`config.mk`:
```
export PLATFORM = sky130hd
export DESIGN_NAME = multi_channel_counter
export DESIGN_NICKNAME = d
export VERILOG_FILES = /design/src/rtl/counter_pkg.sv /design/src/rtl/counter_channel.sv /design/src/rtl/multi_channel_counter.sv
export SDC_FILE = /design/constraint.sdc
export NUM_CORES = 1
export LEC_CHECK = 0
export ABC_AREA = 1
export BUFFER_PORTS_ARGS = -buffer_cell sky130_fd_sc_hd__buf_2
export CAP_MARGIN = 20
export CORE_ASPECT_RATIO = 0.7
export CORE_UTILIZATION = 30
export CTS_CLUSTER_DIAMETER = 50
export CTS_CLUSTER_SIZE = 16
export DETAILED_ROUTE_END_ITERATION = 10
export SYNTH_ARGS = -nofsm -noshare
export SYNTH_HDL_FRONTEND = slang
export SYNTH_SLANG_ARGS = --single-unit
export TNS_END_PERCENT = 5
```
`constraint.sdc`:
```
create_clock -name CLK -period 2.19 [get_ports CLK]
set_input_delay 0.219 -clock CLK [delete_from_list [all_inputs] [get_ports CLK]]
set_output_delay 0.219 -clock CLK [all_outputs]
set_load 0.02 [all_outputs]
```
`src/rtl/counter_pkg.sv`:
```
// Shared types and helpers for the multi-channel counter bank.
// Decodes the per-channel mode field, including the reserved encoding.
package counter_pkg;

  typedef enum logic [1:0] {
    CNT_WRAP    = 2'b00,
    CNT_SAT     = 2'b01,
    CNT_ONESHOT = 2'b10
  } cnt_mode_t;

  // Encoding 2'b11 is reserved and behaves exactly like WRAP.
  localparam cnt_mode_t CNT_RESERVED_FALLBACK = CNT_WRAP;

  function automatic cnt_mode_t decode_mode(input logic [1:0] raw);
    cnt_mode_t m;
    case (raw)
      2'b00:   m = CNT_WRAP;
      2'b01:   m = CNT_SAT;
      2'b10:   m = CNT_ONESHOT;
      default: m = CNT_RESERVED_FALLBACK;
    endcase
    return m;
  endfunction

endpackage

```
`src/rtl/counter_channel.sv`:
```
// One up/down counter channel with clear, clamped load, limit and wrap/saturate/one-shot modes.
// COUNT, TC and DONE are all registered and update on the same edge.
module counter_channel
  import counter_pkg::*;
#(
  parameter int WIDTH = 16
) (
  input  logic             clk,
  input  logic             rst_n,
  input  logic             en,
  input  logic             up_dwn,
  input  logic             clr,
  input  logic             load,
  input  logic [WIDTH-1:0] load_val,
  input  logic [WIDTH-1:0] max_val,
  input  logic [1:0]       mode,
  output logic [WIDTH-1:0] count,
  output logic             tc,
  output logic             done
);

  localparam logic [WIDTH-1:0] STEP_ONE = WIDTH'(1'b1);

  logic [WIDTH-1:0] count_r;
  logic             tc_r;
  logic             done_r;
  logic [WIDTH-1:0] next_count_s;
  logic             next_tc_s;
  logic             next_done_s;
  logic [WIDTH-1:0] inc_s;
  logic [WIDTH-1:0] dec_s;
  cnt_mode_t        mode_s;

  assign mode_s = decode_mode(mode);
  assign inc_s  = count_r + STEP_ONE;
  assign dec_s  = count_r - STEP_ONE;

  // Next-state selection: clear, load, done-hold, step, hold in that priority.
  // Limit comparison happens before the increment, so no value above max_val is produced.
  always_comb begin
    next_count_s = count_r;
    next_tc_s    = 1'b0;
    next_done_s  = done_r;
    if (clr) begin
      next_count_s = '0;
      next_done_s  = 1'b0;
    end else if (load) begin
      next_count_s = (load_val > max_val) ? max_val : load_val;
      next_done_s  = 1'b0;
    end else if (done_r) begin
      next_count_s = count_r;
    end else if (en) begin
      if (up_dwn) begin
        if (count_r < max_val) begin
          next_count_s = inc_s;
          next_tc_s    = (inc_s == max_val);
          next_done_s  = (inc_s == max_val) && (mode_s == CNT_ONESHOT);
        end else if (mode_s == CNT_WRAP) begin
          next_count_s = '0;
        end else begin
          next_count_s = count_r;
        end
      end else begin
        if (count_r != '0) begin
          next_count_s = dec_s;
          next_tc_s    = (dec_s == '0);
          next_done_s  = (dec_s == '0) && (mode_s == CNT_ONESHOT);
        end else if (mode_s == CNT_WRAP) begin
          next_count_s = max_val;
        end else begin
          next_count_s = count_r;
        end
      end
    end else begin
      next_count_s = count_r;
    end
  end

  // Channel state registers with asynchronous reset.
  always_ff @(posedge clk or negedge rst_n) begin
    if (!rst_n) begin
      count_r <= '0;
      tc_r    <= 1'b0;
      done_r  <= 1'b0;
    end else begin
      count_r <= next_count_s;
      tc_r    <= next_tc_s;
      done_r  <= next_done_s;
    end
  end

  assign count = count_r;
  assign tc    = tc_r;
  assign done  = done_r;

endmodule

```
`src/rtl/multi_channel_counter.sv`:
```
// Bank of NUM_CH independent counter channels sharing one clock and reset.
// This level only slices the packed buses onto per-channel instances.
module multi_channel_counter
  import counter_pkg::*;
#(
  parameter int NUM_CH = 2,
  parameter int WIDTH  = 16
) (
  input  logic                    CLK,
  input  logic                    N_RST,
  input  logic [NUM_CH-1:0]       EN,
  input  logic [NUM_CH-1:0]       UP_DWN,
  input  logic [NUM_CH-1:0]       CLR,
  input  logic [NUM_CH-1:0]       LOAD,
  input  logic [NUM_CH*WIDTH-1:0] LOAD_VAL,
  input  logic [NUM_CH*WIDTH-1:0] MAX_VAL,
  input  logic [NUM_CH*2-1:0]     MODE,
  output logic [NUM_CH*WIDTH-1:0] COUNT,
  output logic [NUM_CH-1:0]       TC,
  output logic [NUM_CH-1:0]       DONE
);

  for (genvar i = 0; i < NUM_CH; i++) begin : g_ch
    counter_channel #(
      .WIDTH (WIDTH)
    ) u_ch (
      .clk      (CLK),
      .rst_n    (N_RST),
      .en       (EN[i]),
      .up_dwn   (UP_DWN[i]),
      .clr      (CLR[i]),
      .load     (LOAD[i]),
      .load_val (LOAD_VAL[i*WIDTH +: WIDTH]),
      .max_val  (MAX_VAL[i*WIDTH +: WIDTH]),
      .mode     (MODE[i*2 +: 2]),
      .count    (COUNT[i*WIDTH +: WIDTH]),
      .tc       (TC[i]),
      .done     (DONE[i])
    );
  end

endmodule

```
# Word-level counts from Yosys, hierarchy flattened
# Index checks and enable logic that the tools add are counted.
# Widths: inputs -> output; s select.
# totals
reg_bits	36
# op_classes
addsub	4
order_cmp	4
n_eq_ne	12
n_mux	50
reduce_logical	16
# op_table
operator	n
$mux 16	20
$add 16x1->16 const B	2
$eq 16x16->1	2
$gt 16x16->1	2
$logic_not 16->1	2
$lt 16x16->1	2
$reduce_bool 16->1	2
$sub 16x1->16 const B	2
$mux 1	28
$ne 5x2->1 const B	2
$reduce_bool 5->1	2
$eq 2x2->1 const B	4
$pmux 2 s2	2
$reduce_and 4->1	2
$ne 3x3->1 const B	2
$reduce_bool 3->1	2
$eq 2x1->1 const B	2
$logic_and 1x1->1	4
$logic_not 2->1	2

# Longest topological paths before layout
# logic_depth
ltp_word	10
depth_mapped	16
ltp_nobuf	16

# By module
# A second synthesis with hierarchy kept.
# unflattened
cells_unflattened	1162
hier_area_um2	6886.6
# by_module_without_submodules
mod	n_inst	cells_per_inst	area_per_inst_um2	seq_area_each_um2
counter_channel at g_ch[0].u_ch	1	587	3525.9	450.4
counter_channel at g_ch[1].u_ch	1	575	3360.7	450.4

# Least setup slack after synthesis
# Ideal clock, no wire load.
# synth_path
path_type	register to register
from	reg g_ch[1].u_ch.count_r[0]
to	reg g_ch[1].u_ch.count_r[5]
setup_time_ps	123
arrival_ps	1949
t_required_ps	2067
slack_ps	118
stages_incl_launch_ff	16
path_buffers	1
cell_sequence	dfrtp_1 -> inv_2 -> ha_1 -> inv_1 -> a21oi_1 -> o21ai_0 -> nand4_1 -> nand2_1 -> nand2_1 -> nand2_1 -> nand2_1 -> nand3_1 -> nand2_2 -> buf_2 -> nand4_1 -> o21ai_1
# synth_between
elab_chain_len	7
elab_cells_between_ends	14
classes_between	add/sub (2); order compare (1); eq/ne (1); mux (7); reduce/logical (3)
# synth_rtl
item	line	text
start, declared	counter_channel.sv:24	logic [WIDTH-1:0] count_r;
start signal, assigned	counter_channel.sv:86	count_r <= next_count_s;
$sub 16x1->16, or another cell as far along	counter_channel.sv:36	assign dec_s = count_r - STEP_ONE;
$mux 16 (on tied branches)	counter_channel.sv:64, counter_channel.sv:54	
$mux 16	counter_channel.sv:53	if (up_dwn) begin
$mux 16	counter_channel.sv:52	end else if (en) begin
$mux 16	counter_channel.sv:50	end else if (done_r) begin
$mux 16	counter_channel.sv:47	end else if (load) begin
$mux 16	counter_channel.sv:44	if (clr) begin
# Parallel ways exist; a longest one is shown, timed or not. The select of a mux whose other input is x is not followed.
# A chain may end at the register's enable or synchronous reset.

# Worst setup path in the final report
# layout_path
from	reg g_ch[0].u_ch.count_r[1]
to	reg g_ch[0].u_ch.count_r[0]
# layout_between
elab_chain_len	7
elab_cells_between_ends	12
classes_between	order compare (1); eq/ne (1); mux (7); reduce/logical (3)
# layout_rtl
item	line
start, declared	counter_channel.sv:24
start signal, assigned	counter_channel.sv:86
$lt 16x16->1 or $reduce_bool 16->1 (tied branches)	counter_channel.sv:54, counter_channel.sv:64
$mux 16 (on tied branches)	counter_channel.sv:54, counter_channel.sv:64
$mux 16	counter_channel.sv:53
$mux 16	counter_channel.sv:52
$mux 16	counter_channel.sv:50
$mux 16	counter_channel.sv:47
$mux 16	counter_channel.sv:44
# Parallel ways exist; a longest one is shown, timed or not. The select of a mux whose other input is x is not followed.

==> run summary <==
Outcome - finished, violations left
Violated checks - negative setup slack
Syn avg cell area - 5.827 sq um
Power Total - 4705 uW
Max-cap violations - 0
Sequential Area - 903.4 sq um
Synthesis Warnings - 0
Multi-input gate area - 0.005409 sq mm
Critical Path Sink Type - flop
Commonest cells after routing, fill and taps aside - nand2_1, buf_4, nand3_1, inv_1, buf_2
Measured slew at the worst slew-check pin - 0.8097 ns
CTS buffer count - 5
Overall die width - 181.1 um
Initial core utilization - 0.3084
Worst setup SP type - flop
Port-buffer cells - 113
First-pass GRT wire length - 44780 um
Share of layout cells above drive strength 1 - 0.2945
Final setup violation count - 22
Gpl congestion - 0.9624
Num ports - 114
Final WL - 29440 um
Clock Latency Late Sink - 0.30 ns
Remaining DRCs - 0
Area delta synth->final - 41.31%
Syn nets - 1308
Worst-path fanout max - 5
Period minus WS final - 2.318 ns
Post-synth ARST share - 1.000
Initial antenna violation count - 0
H-tree depth - 2
Fillers - 2401
Post-synthesis register bit count - 36
Routed vias - 8987
GRT overflow - 0
Final ANT Viol Nets - 0
Routed length per instance - 17.16 um
P_leak - 0.005018 uW
Vias per inst - 5.240
Longest Clk Path Bufs - 2
Die area - 0.02307 sq mm
Leading area contributor after synthesis - nand2_1
Slack of the critical path - -0.1282 ns
Top FF cell, synth - dfrtp_1
Power Dens Cells - 494.3 mW/mm^2
Rel. slew slack - 0.4596
GRT Total Usage - 0.2487
Area contributors post-synth - nand2_1, ha_1, dfrtp_1, nand3_1, nor2_1
Sink Count - 36
Fmax - 0.4314 GHz
Seq/Total Area, Yosys - 0.1337
Vias in the first global route - 8068
Final antenna diode count - 0
Placeable Area - 0.02185 sq mm
Worst path arrival time - 2.50 ns
Worst EP required - 2.37 ns
Share of the synthesized area in the top cell type - 0.1766
HPWL after detailed placement - 24040 um
Fin crit share - 1.059
Final Hold Vio Count - 0
Worst setup path category - flop to flop
Reg-to-reg startpoint - g_ch[0].u_ch.count[1]$_DFFE_PN0P_
Nets - 1584
Max-slew violations - 0
Synth cell types - 41
Clock Skew - 0.01081 ns
# rows - 45
CTS Root Cell - clkbuf_16
First-pass DRT Iterations - 5
Die Height - 127.4 um
Largest net degree at the start of global routing - 37
Post-synth EDFFs - 0
Netlist area before placement - 0.006736 sq mm
CTS tree - done
Mapped Cells - 1156
RSZ-0062 raised after global routing - yes
Peak supply drop - 274.9 uV
Worst Hold Class - input port to async pin
Initial DRC Count - 1003
Clock-pin slew on the worst setup and hold paths - 0.06 ns
Hold buffer count at CTS - 0
Commonest non-fill, non-tap cell in the layout - nand2_1
Worst setup startpoint - g_ch[0].u_ch.count[1]$_DFFE_PN0P_
WHS - 0.02047 ns
[where the power goes]
part | total, uW | internal [uW] | switching [uW]
Clock | 889 | 538 | 350
Combinational | 3010 | 1210 | 1800
Sequential | 805 | 736 | 69.3
Total | 4710 | 2480 | 2220
[state kept, by name, indices dropped and copies added, names as in the netlist]
signal / count
g_ch.u_ch.tc: 2
g_ch.u_ch.done: 2
g_ch.u_ch.count: 32
[routing by layer]
| layer | up-vias | GRT usage | part of all wire |
|---|---|---|---|
| met5 | - | 0 | 0 |
| met1 | 4118 | 0.4027 | 0.52 |
| met3 | 13 | 0.05929 | 0.11 |
| li1 | 4431 | - | - |
| met2 | 425 | 0.3265 | 0.37 |
| met4 | 0 | 0.02841 | 0.0054 |
[cells in the mapped netlist (all sizes together), types with 2 or more instances]
library cell and number:
clkbuf 11, nor2 136, nand4 59, o211ai 20, a31oi 4, o21ai 63, nand3 149, o21bai 3
dfrtp 36, o21a 4, xor2 17, ha 74, nor3 11, nand3b 4, nand2 329, buf 33
nor4 2, inv 126, a21oi 65, xnor2 2, and3 2
[repair_timing]
item	CTS	global route
hold endpoints to repair	0	0
pin swaps	10	26
endpoints found under the setup margin	34	36
gates resized for setup	36	64
cloned	1	2
setup buffers	1	6
[cell families (layout without fill, tap and decap cells)]
family	Yosys count	in the layout	synth area share
adder cells (fa/ha/maj)	74	74	0.1374
AO/OA/AOI/OAI	163	163	0.1361
AND/OR/NAND/NOR	693	693	0.4586
XOR/XNOR	19	19	0.02693
flip-flops	36	36	0.1337
buffers and inverters	171	448	0.1072
[through the flow]
stage	instances	setup slack, ns	util	cell area (sq um)	setup TNS (ns)
2_1_floorplan	1156	0.1177	-	6736	0
3_3_place_gp	1697	-0.2359	0.4079	8911	-2.213
3_5_place_dp	1697	-0.2144	0.4079	8911	-2.714
4_1_cts	1707	-0.02403	0.4218	9215	-0.08345
5_1_grt	1715	-0.2051	0.4357	9519	-4.362
6_report	1715	-0.1282	0.4357	9519	-1.549
[critical path: stages (launching register included)]
cell and delay, ns:
dfrtp_1 0.39, buf_6 0.12, ha_4 0.25, a21oi_2 0.05
o21a_1 0.21, o21ai_1 0.15, buf_4 0.18, a21oi_4 0.08
buf_12 0.15, buf_6 0.14, buf_4 0.14, nand3_1 0.06
o211ai_1 0.09, nand3_1 0.15, nand2_1 0.06
[area by class of cell]
cell class / count / share of cell area
clock buffer: 6 / 0.01354
clock inverter: 2 / 0.003680
inverter: 127 / 0.05126
multi-input combinational: 949 / 0.5682
sequential: 36 / 0.09490
tap: 282 / 0.03707
timing repair buffer: 313 / 0.2313
[worst paths after layout]
path	end	cells past startpoint	slack (ns)
min in group CLK	g_ch[0].u_ch.done$_DFF_PN0_	3	0.20
min	g_ch[0].u_ch.count[3]$_DFFE_PN0P_	2	0.02
max	g_ch[0].u_ch.count[0]$_DFFE_PN0P_	14	-0.13
max reg2reg	g_ch[0].u_ch.count[0]$_DFFE_PN0P_	14	-0.13
min reg2reg	g_ch[1].u_ch.done$_DFF_PN0_	2	0.56
max in group asynchronous	g_ch[1].u_ch.count[1]$_DFFE_PN0P_	2	1.71
Note: power is estimated with default switching activity, not from simulation.
